### config.mk
export PLATFORM = sky130hd
export DESIGN_NAME = mem_stream_reader_flat
export DESIGN_NICKNAME = d
export VERILOG_FILES = /design/src/rtl/mem_stream_reader_if.sv /design/src/rtl/mem_stream_reader.sv /design/src/flat_wrapper.sv
export SDC_FILE = /design/constraint.sdc
export NUM_CORES = 1
export LEC_CHECK = 0
export CAP_MARGIN = 30
export CORE_ASPECT_RATIO = 0.75
export CORE_UTILIZATION = 53
export CTS_CLUSTER_DIAMETER = 60
export CTS_CLUSTER_SIZE = 12
export DETAILED_ROUTE_END_ITERATION = 7
export PLACE_DENSITY = 0.86
export RECOVER_POWER = 50
export SYNTH_ARGS = -nofsm -noshare
export SYNTH_HDL_FRONTEND = slang
export SYNTH_SLANG_ARGS = --single-unit
### constraint.sdc
create_clock -name clk -period 6.3 [get_ports clk]
set_input_delay 1.26 -clock clk [delete_from_list [all_inputs] [get_ports clk]]
set_output_delay 1.26 -clock clk [all_outputs]
set_load 0.01 [all_outputs]
### src/rtl/mem_stream_reader_if.sv
`default_nettype none
// ============================================================================
// Module   : mem_stream_reader_if
// Purpose  : Groups the control, memory-bus and output-stream signals of the
//            memory stream reader.
// Ports    : control  - start, base_addr, length, busy, done
//            memory   - mem_rd_nwr, mem_addr, mem_data_in, mem_data_out
//            stream   - m_valid, m_ready, m_data, m_last
//            master modport is the reader's view; slave is the environment's.
// Revision : 1.0  initial release
// ============================================================================
interface mem_stream_reader_if #(
  parameter int SIZE   = 32,
  parameter int ADDR_W = $clog2(SIZE),
  parameter int DATA_W = 32,
  parameter int LEN_W  = ADDR_W + 1
);
  // control
  logic              start;
  logic [ADDR_W-1:0] base_addr;
  logic [LEN_W-1:0]  length;
  logic              busy;
  logic              done;
  // memory bus
  logic              mem_rd_nwr;
  logic [ADDR_W-1:0] mem_addr;
  logic [DATA_W-1:0] mem_data_in;
  logic [DATA_W-1:0] mem_data_out;
  // output stream
  logic              m_valid;
  logic              m_ready;
  logic [DATA_W-1:0] m_data;
  logic              m_last;

  modport master (
    input  start, base_addr, length, mem_data_out, m_ready,
    output busy, done, mem_rd_nwr, mem_addr, mem_data_in, m_valid, m_data, m_last
  );

  modport slave (
    output start, base_addr, length, mem_data_out, m_ready,
    input  busy, done, mem_rd_nwr, mem_addr, mem_data_in, m_valid, m_data, m_last
  );
endinterface
`default_nettype wire

### src/rtl/mem_stream_reader.sv
`default_nettype none
// ============================================================================
// Module   : mem_stream_reader
// Purpose  : Reads a contiguous (wrapping) address range from a single-port
//            synchronous memory with one-cycle read latency and presents the
//            words as a valid/ready stream with backpressure.
// Ports    : clk    - rising-edge clock (block and memory)
//            rst_n  - asynchronous active-low reset
//            bus_io - mem_stream_reader_if.master (control, memory, stream)
// Revision : 1.0  initial release
// ============================================================================
module mem_stream_reader #(
  parameter int SIZE   = 32,
  parameter int ADDR_W = $clog2(SIZE),
  parameter int DATA_W = 32,
  parameter int LEN_W  = ADDR_W + 1
) (
  input  wire logic            clk,
  input  wire logic            rst_n,
  mem_stream_reader_if.master  bus_io
);

  typedef enum logic [1:0] {
    IDLE  = 2'd0,
    ISSUE = 2'd1,
    DRAIN = 2'd2
  } state_t;

  state_t            state_q, state_d;
  logic [ADDR_W-1:0] addr_q, addr_d;        // next address to read
  logic [ADDR_W-1:0] hold_q;                // last address actually issued
  logic [LEN_W-1:0]  rd_rem_q, rd_rem_d;    // reads still to issue
  logic [LEN_W-1:0]  beat_rem_q, beat_rem_d;// beats still to hand out
  logic              inflight_q;            // read issued last cycle
  logic              done_q, done_d;

  // Two-entry output FIFO
  logic [DATA_W-1:0] fifo_q [2];
  logic              wr_ptr_q, rd_ptr_q;
  logic [1:0]        count_q;

  logic       pop;
  logic       issue;
  logic [1:0] occ;

  assign pop = (count_q != 2'd0) && bus_io.m_ready;
  // Slots already spoken for: stored words plus the word arriving this cycle.
  assign occ = count_q + {1'b0, inflight_q};
  // A slot freed by this cycle's pop can be reused by a read issued now,
  // because that data only lands in the FIFO on the following clock.
  assign issue = (state_q == ISSUE) && ((occ < 2'd2) || ((occ == 2'd2) && pop));

  always_comb begin
    state_d    = state_q;
    addr_d     = addr_q;
    rd_rem_d   = rd_rem_q;
    beat_rem_d = beat_rem_q;
    done_d     = 1'b0;

    if (pop) begin
      beat_rem_d = beat_rem_q - LEN_W'(1);
    end

    case (state_q)
      IDLE: begin
        if (bus_io.start) begin
          if (bus_io.length == '0) begin
            done_d = 1'b1;
          end else begin
            state_d    = ISSUE;
            addr_d     = bus_io.base_addr;
            rd_rem_d   = bus_io.length;
            beat_rem_d = bus_io.length;
          end
        end
      end
      ISSUE: begin
        if (issue) begin
          addr_d   = (addr_q == ADDR_W'(SIZE - 1)) ? '0 : addr_q + ADDR_W'(1);
          rd_rem_d = rd_rem_q - LEN_W'(1);
          if (rd_rem_q == LEN_W'(1)) begin
            state_d = DRAIN;
          end
        end
      end
      DRAIN: begin
        if (pop && (beat_rem_q == LEN_W'(1))) begin
          state_d = IDLE;
          done_d  = 1'b1;
        end
      end
      default: begin
        state_d = IDLE;
      end
    endcase
  end

  always_ff @(posedge clk or negedge rst_n) begin
    if (!rst_n) begin
      state_q    <= IDLE;
      addr_q     <= '0;
      hold_q     <= '0;
      rd_rem_q   <= '0;
      beat_rem_q <= '0;
      inflight_q <= 1'b0;
      done_q     <= 1'b0;
      fifo_q[0]  <= '0;
      fifo_q[1]  <= '0;
      wr_ptr_q   <= 1'b0;
      rd_ptr_q   <= 1'b0;
      count_q    <= 2'd0;
    end else begin
      state_q    <= state_d;
      addr_q     <= addr_d;
      rd_rem_q   <= rd_rem_d;
      beat_rem_q <= beat_rem_d;
      inflight_q <= issue;
      done_q     <= done_d;
      if (issue) begin
        hold_q <= addr_q;
      end
      // Only the cycle after an issue carries data we asked for.
      if (inflight_q) begin
        fifo_q[wr_ptr_q] <= bus_io.mem_data_out;
        wr_ptr_q         <= ~wr_ptr_q;
      end
      if (pop) begin
        rd_ptr_q <= ~rd_ptr_q;
      end
      case ({inflight_q, pop})
        2'b10:   count_q <= count_q + 2'd1;
        2'b01:   count_q <= count_q - 2'd1;
        default: count_q <= count_q;
      endcase
    end
  end

  assign bus_io.busy        = (state_q != IDLE);
  assign bus_io.done        = done_q;
  assign bus_io.mem_rd_nwr  = 1'b1;
  assign bus_io.mem_data_in = '0;
  // Present the live address only while issuing so the bus stays quiet otherwise.
  assign bus_io.mem_addr    = issue ? addr_q : hold_q;
  assign bus_io.m_valid     = (count_q != 2'd0);
  assign bus_io.m_data      = fifo_q[rd_ptr_q];
  // The head is always the oldest outstanding beat, so it is the last one
  // exactly when a single beat remains.
  assign bus_io.m_last      = (count_q != 2'd0) && (beat_rem_q == LEN_W'(1));

endmodule
`default_nettype wire
### src/flat_wrapper.sv
// flat-port wrapper written by rule: the top's interface ports become plain ports
module mem_stream_reader_flat 
#(
  parameter int SIZE   = 32,
  parameter int ADDR_W = $clog2(SIZE),
  parameter int DATA_W = 32,
  parameter int LEN_W  = ADDR_W + 1
)
  (clk, rst_n, bus_io_start, bus_io_base_addr, bus_io_length, bus_io_mem_data_out, bus_io_m_ready, bus_io_busy, bus_io_done, bus_io_mem_rd_nwr, bus_io_mem_addr, bus_io_mem_data_in, bus_io_m_valid, bus_io_m_data, bus_io_m_last);
  mem_stream_reader_if #(.SIZE(SIZE), .ADDR_W(ADDR_W), .DATA_W(DATA_W), .LEN_W(LEN_W)) bus_io_i ();
  input  wire logic clk;
  input  wire logic rst_n;
  input wire logic [$bits(bus_io_i.start)-1:0] bus_io_start;
  input wire logic [$bits(bus_io_i.base_addr)-1:0] bus_io_base_addr;
  input wire logic [$bits(bus_io_i.length)-1:0] bus_io_length;
  input wire logic [$bits(bus_io_i.mem_data_out)-1:0] bus_io_mem_data_out;
  input wire logic [$bits(bus_io_i.m_ready)-1:0] bus_io_m_ready;
  output wire logic [$bits(bus_io_i.busy)-1:0] bus_io_busy;
  output wire logic [$bits(bus_io_i.done)-1:0] bus_io_done;
  output wire logic [$bits(bus_io_i.mem_rd_nwr)-1:0] bus_io_mem_rd_nwr;
  output wire logic [$bits(bus_io_i.mem_addr)-1:0] bus_io_mem_addr;
  output wire logic [$bits(bus_io_i.mem_data_in)-1:0] bus_io_mem_data_in;
  output wire logic [$bits(bus_io_i.m_valid)-1:0] bus_io_m_valid;
  output wire logic [$bits(bus_io_i.m_data)-1:0] bus_io_m_data;
  output wire logic [$bits(bus_io_i.m_last)-1:0] bus_io_m_last;
  assign bus_io_i.start = bus_io_start;
  assign bus_io_i.base_addr = bus_io_base_addr;
  assign bus_io_i.length = bus_io_length;
  assign bus_io_i.mem_data_out = bus_io_mem_data_out;
  assign bus_io_i.m_ready = bus_io_m_ready;
  assign bus_io_busy = bus_io_i.busy;
  assign bus_io_done = bus_io_i.done;
  assign bus_io_mem_rd_nwr = bus_io_i.mem_rd_nwr;
  assign bus_io_mem_addr = bus_io_i.mem_addr;
  assign bus_io_mem_data_in = bus_io_i.mem_data_in;
  assign bus_io_m_valid = bus_io_i.m_valid;
  assign bus_io_m_data = bus_io_i.m_data;
  assign bus_io_m_last = bus_io_i.m_last;
  mem_stream_reader #(.SIZE(SIZE), .ADDR_W(ADDR_W), .DATA_W(DATA_W), .LEN_W(LEN_W)) u_core (.clk(clk), .rst_n(rst_n), .bus_io(bus_io_i));
endmodule
==> run summary <==
Total Wirelength - 9209 um
Port Buffers - 87
initial core utilization - 0.5477
crit path launch type - input port
post-synth cell types - 44
post-CTS sizing - 0
Setup crit end kind - output port
Synth Cell Area - 0.004651 mm^2
Rows - 29
final non-filler cell total - 573
Clock Skew - 7.088 ps
Slew Viols, Final - 26
Syn-to-layout area delta - 24.94%
layout cells sized above 1 - 0.2888
global-route wire length before repair - 15200 um
vias - 2997
Switching Share - 0.3362
cts bufs inserted - 9
CP required - 5040 ps
Clock Path Buffers - 2
placed insts - 555
fill cell count - 637
P_sw - 1.107 mW
Die ar. - 0.009157 mm^2
# Post-CTS Setup Buffers - 0
GPL Wtd Cong - 0.8110
detailed placer's ending HPWL - 6407 um
Final Instance Area - 0.005811 mm^2
RSZ-0062 raised after global routing - no
Remaining DRCs - 0
pin count of the biggest net entering global routing - 80
Pwr per Cell Area - 566.7 mW/mm^2
htree depth - 3
CTS tree - yes
average wire per standard cell - 16.07 um
YS warnings - 0
Clock Sinks - 94
crit-path max FO - 7
CORE AREA - 0.008491 mm^2
Avg Synthesized Cell Area - 12.50 um^2
vias per cell - 5.230
Final Setup Violations - 0
setup TNS - 0 ps
Tot GR Track Use - 0.2195
final hold vios - 0
period utilization - 0.7544
Synth Instances - 372
total gr overflow - 0
critical path class - input port to output port
ys flop type - dfrtp_1
Worst-path clk slew - 60 ps
initial antenna violation count - 1
DRT iter0 DRCs - 89
Hold Crit Class - register to register
Clock power frac - 0.155
Die X - 110.2 um
post-layout min period - 4753 ps
Internal - 2.186 mW
fmax - 210.4 MHz
Layout Nets - 514
peak supply drop - 0.3649 mV
Max Cap Viol - 1
flops & latches, synth - 94
Post-DRT Antenna Nets - 0
Worst slew margin - -0.02893
power share of the combinational group - 0.503
die height - 83.13 um
Hold Buf Count CTS - 0
Leak - 2.494 nW
vias in the first global route - 3188
Seq pwr share - 0.341
register area share after synthesis - 0.5058
failing checks - capacitance limit, slew limit
EDFF count, synth - 0
Worst Max-Slew Pin Slew - 1543 ps
ys async rst share - 1.000
worst skew pair latency - 340 ps
drt pass-1 iters - 4
status - finished with violations
clock root cell - clkbuf_16
dpl cell area - 0.005500 mm^2
CP arrival - 3490 ps
I/O pins - 121
-- area by class of cell --
cell class                 instances  area (um^2)  share of cell area
inverter                           9        33.78            0.005814
antenna                            1        2.502           0.0004307
tap                              108        135.1             0.02326
clock buffer                      13        270.3             0.04651
timing repair buffer              92        930.9              0.1602
clock inverter                     3        17.52            0.003015
multi-input combinational        253         2068              0.3559
sequential                        94         2352              0.4048
-- layer usage --
metal,vias to the layer above,track usage,wire [um]
li1,1398,-,-
met1,1504,0.2765,3960
met2,89,0.3653,4681
met3,6,0.06907,487
met4,0,0.05502,79
met5,-,0,0
-- cell usage in the layout (no fill, tap or decap), types with 2 or more instances in the layout --
master	synthesis	final
and2_1	2	2
clkbuf_1	5	3
ha_1	8	8
nand2b_1	2	2
nor2_1	14	13
o21ai_1	6	6
clkbuf_16	0	9
buf_4	33	2
or3_1	2	2
nor3_1	4	4
nand2_1	15	15
clkbuf_8	0	3
nand3_1	4	4
dfrtp_1	94	94
a21oi_1	9	9
clkdlybuf4s50_1	0	54
xor2_1	5	5
clkinv_2	0	2
conb_1	2	33
or2b_2	2	2
inv_1	9	9
mux2_2	102	102
dlygate4sd3_1	0	32
nor2b_1	2	2
o21ai_0	13	13
and3_1	3	3
or2_2	2	2
and2b_2	2	2
xnor2_1	5	5
mux2i_1	2	2
-- stage by stage --
stage	hold slack (ps)	worst slack, ps	total power, mW	utilization
CTS	501.6	1524	3.331	0.6817
global route	511.1	1464	3.513	0.6844
finish	498.9	1547	3.293	0.6844
global placement	481.0	1626	2.696	0.6454
floorplan	463.4	2777	2.163	-
detailed placement	487.8	1532	2.796	0.6478
-- worst paths after layout --
| path | start | endpoint | slack [ps] | cells after the start |
|---|---|---|---|---|
| worst max-delay path | bus_io_m_ready | bus_io_mem_addr[0] | 1550 | 6 |
| worst min-delay path | u_core.hold_q[1] | u_core.hold_q[1] | 500 | 1 |
| worst max register to register | u_core.count_q[0] | u_core.hold_q[0] | 4170 | 5 |
| worst min register to register | u_core.hold_q[1] | u_core.hold_q[1] | 500 | 1 |
| max in group asynchronous | rst_n | u_core.count_q[0] | 3370 | 3 |
| min in group asynchronous | rst_n | u_core.hold_q[1] | 1000 | 1 |
-- cell usage after synthesis, types with 3 or more instances --
cell type	number	area share
a21oi_1	9	0.0097
and3_1	3	0.0040
buf_1	3	0.0024
buf_2	4	0.0043
buf_4	33	0.053
clkbuf_1	5	0.0040
dfrtp_1	94	0.51
ha_1	8	0.022
inv_1	9	0.0073
mux2_2	102	0.25
nand2_1	15	0.012
nand3_1	4	0.0043
nor2_1	14	0.011
nor3_1	4	0.0043
o21ai_0	13	0.014
o21ai_1	6	0.0065
xnor2_1	5	0.0094
xor2_1	5	0.0094
-- worst max-delay path: stages --
cell and delay [ps]:
clkdlybuf4s50_1 570, nand3b_1 150, a22oi_4 260, and2_1 360, mux2_2 400, clkdlybuf4s50_1 490
-- flip-flops by register name, summed over array words and instances (netlist names) --
register and count:
u_core.addr_q 5, u_core.beat_rem_q 6, u_core.bus_io.done 1, u_core.count_q 2, u_core.fifo_q 64, u_core.hold_q 5
u_core.inflight_q 1, u_core.rd_ptr_q 1, u_core.rd_rem_q 6, u_core.state_q 2, u_core.wr_ptr_q 1
-- cells by family after synthesis --
logic type	count (synthesis)	synth area share
xor+xnor	10	0.01883
other cells	2	0.001615
simple gates	61	0.07237
mux	104	0.2513
compound gates	37	0.05247
fa+ha+maj	8	0.02152
flops	94	0.5058
buf+inv	56	0.07614
-- power groups by stage --
stage          clock network (mW)  logic, mW  registers (mW)
2_1_floorplan                   0       1.11            1.05
3_3_place_gp                    0       1.59            1.10
3_5_place_dp                    0       1.66            1.13
4_1_cts                     0.526       1.68            1.13
5_1_grt                     0.550       1.80            1.17
6_report                    0.511       1.66            1.12
No activity file was read; power rests on OpenSTA's default activity.
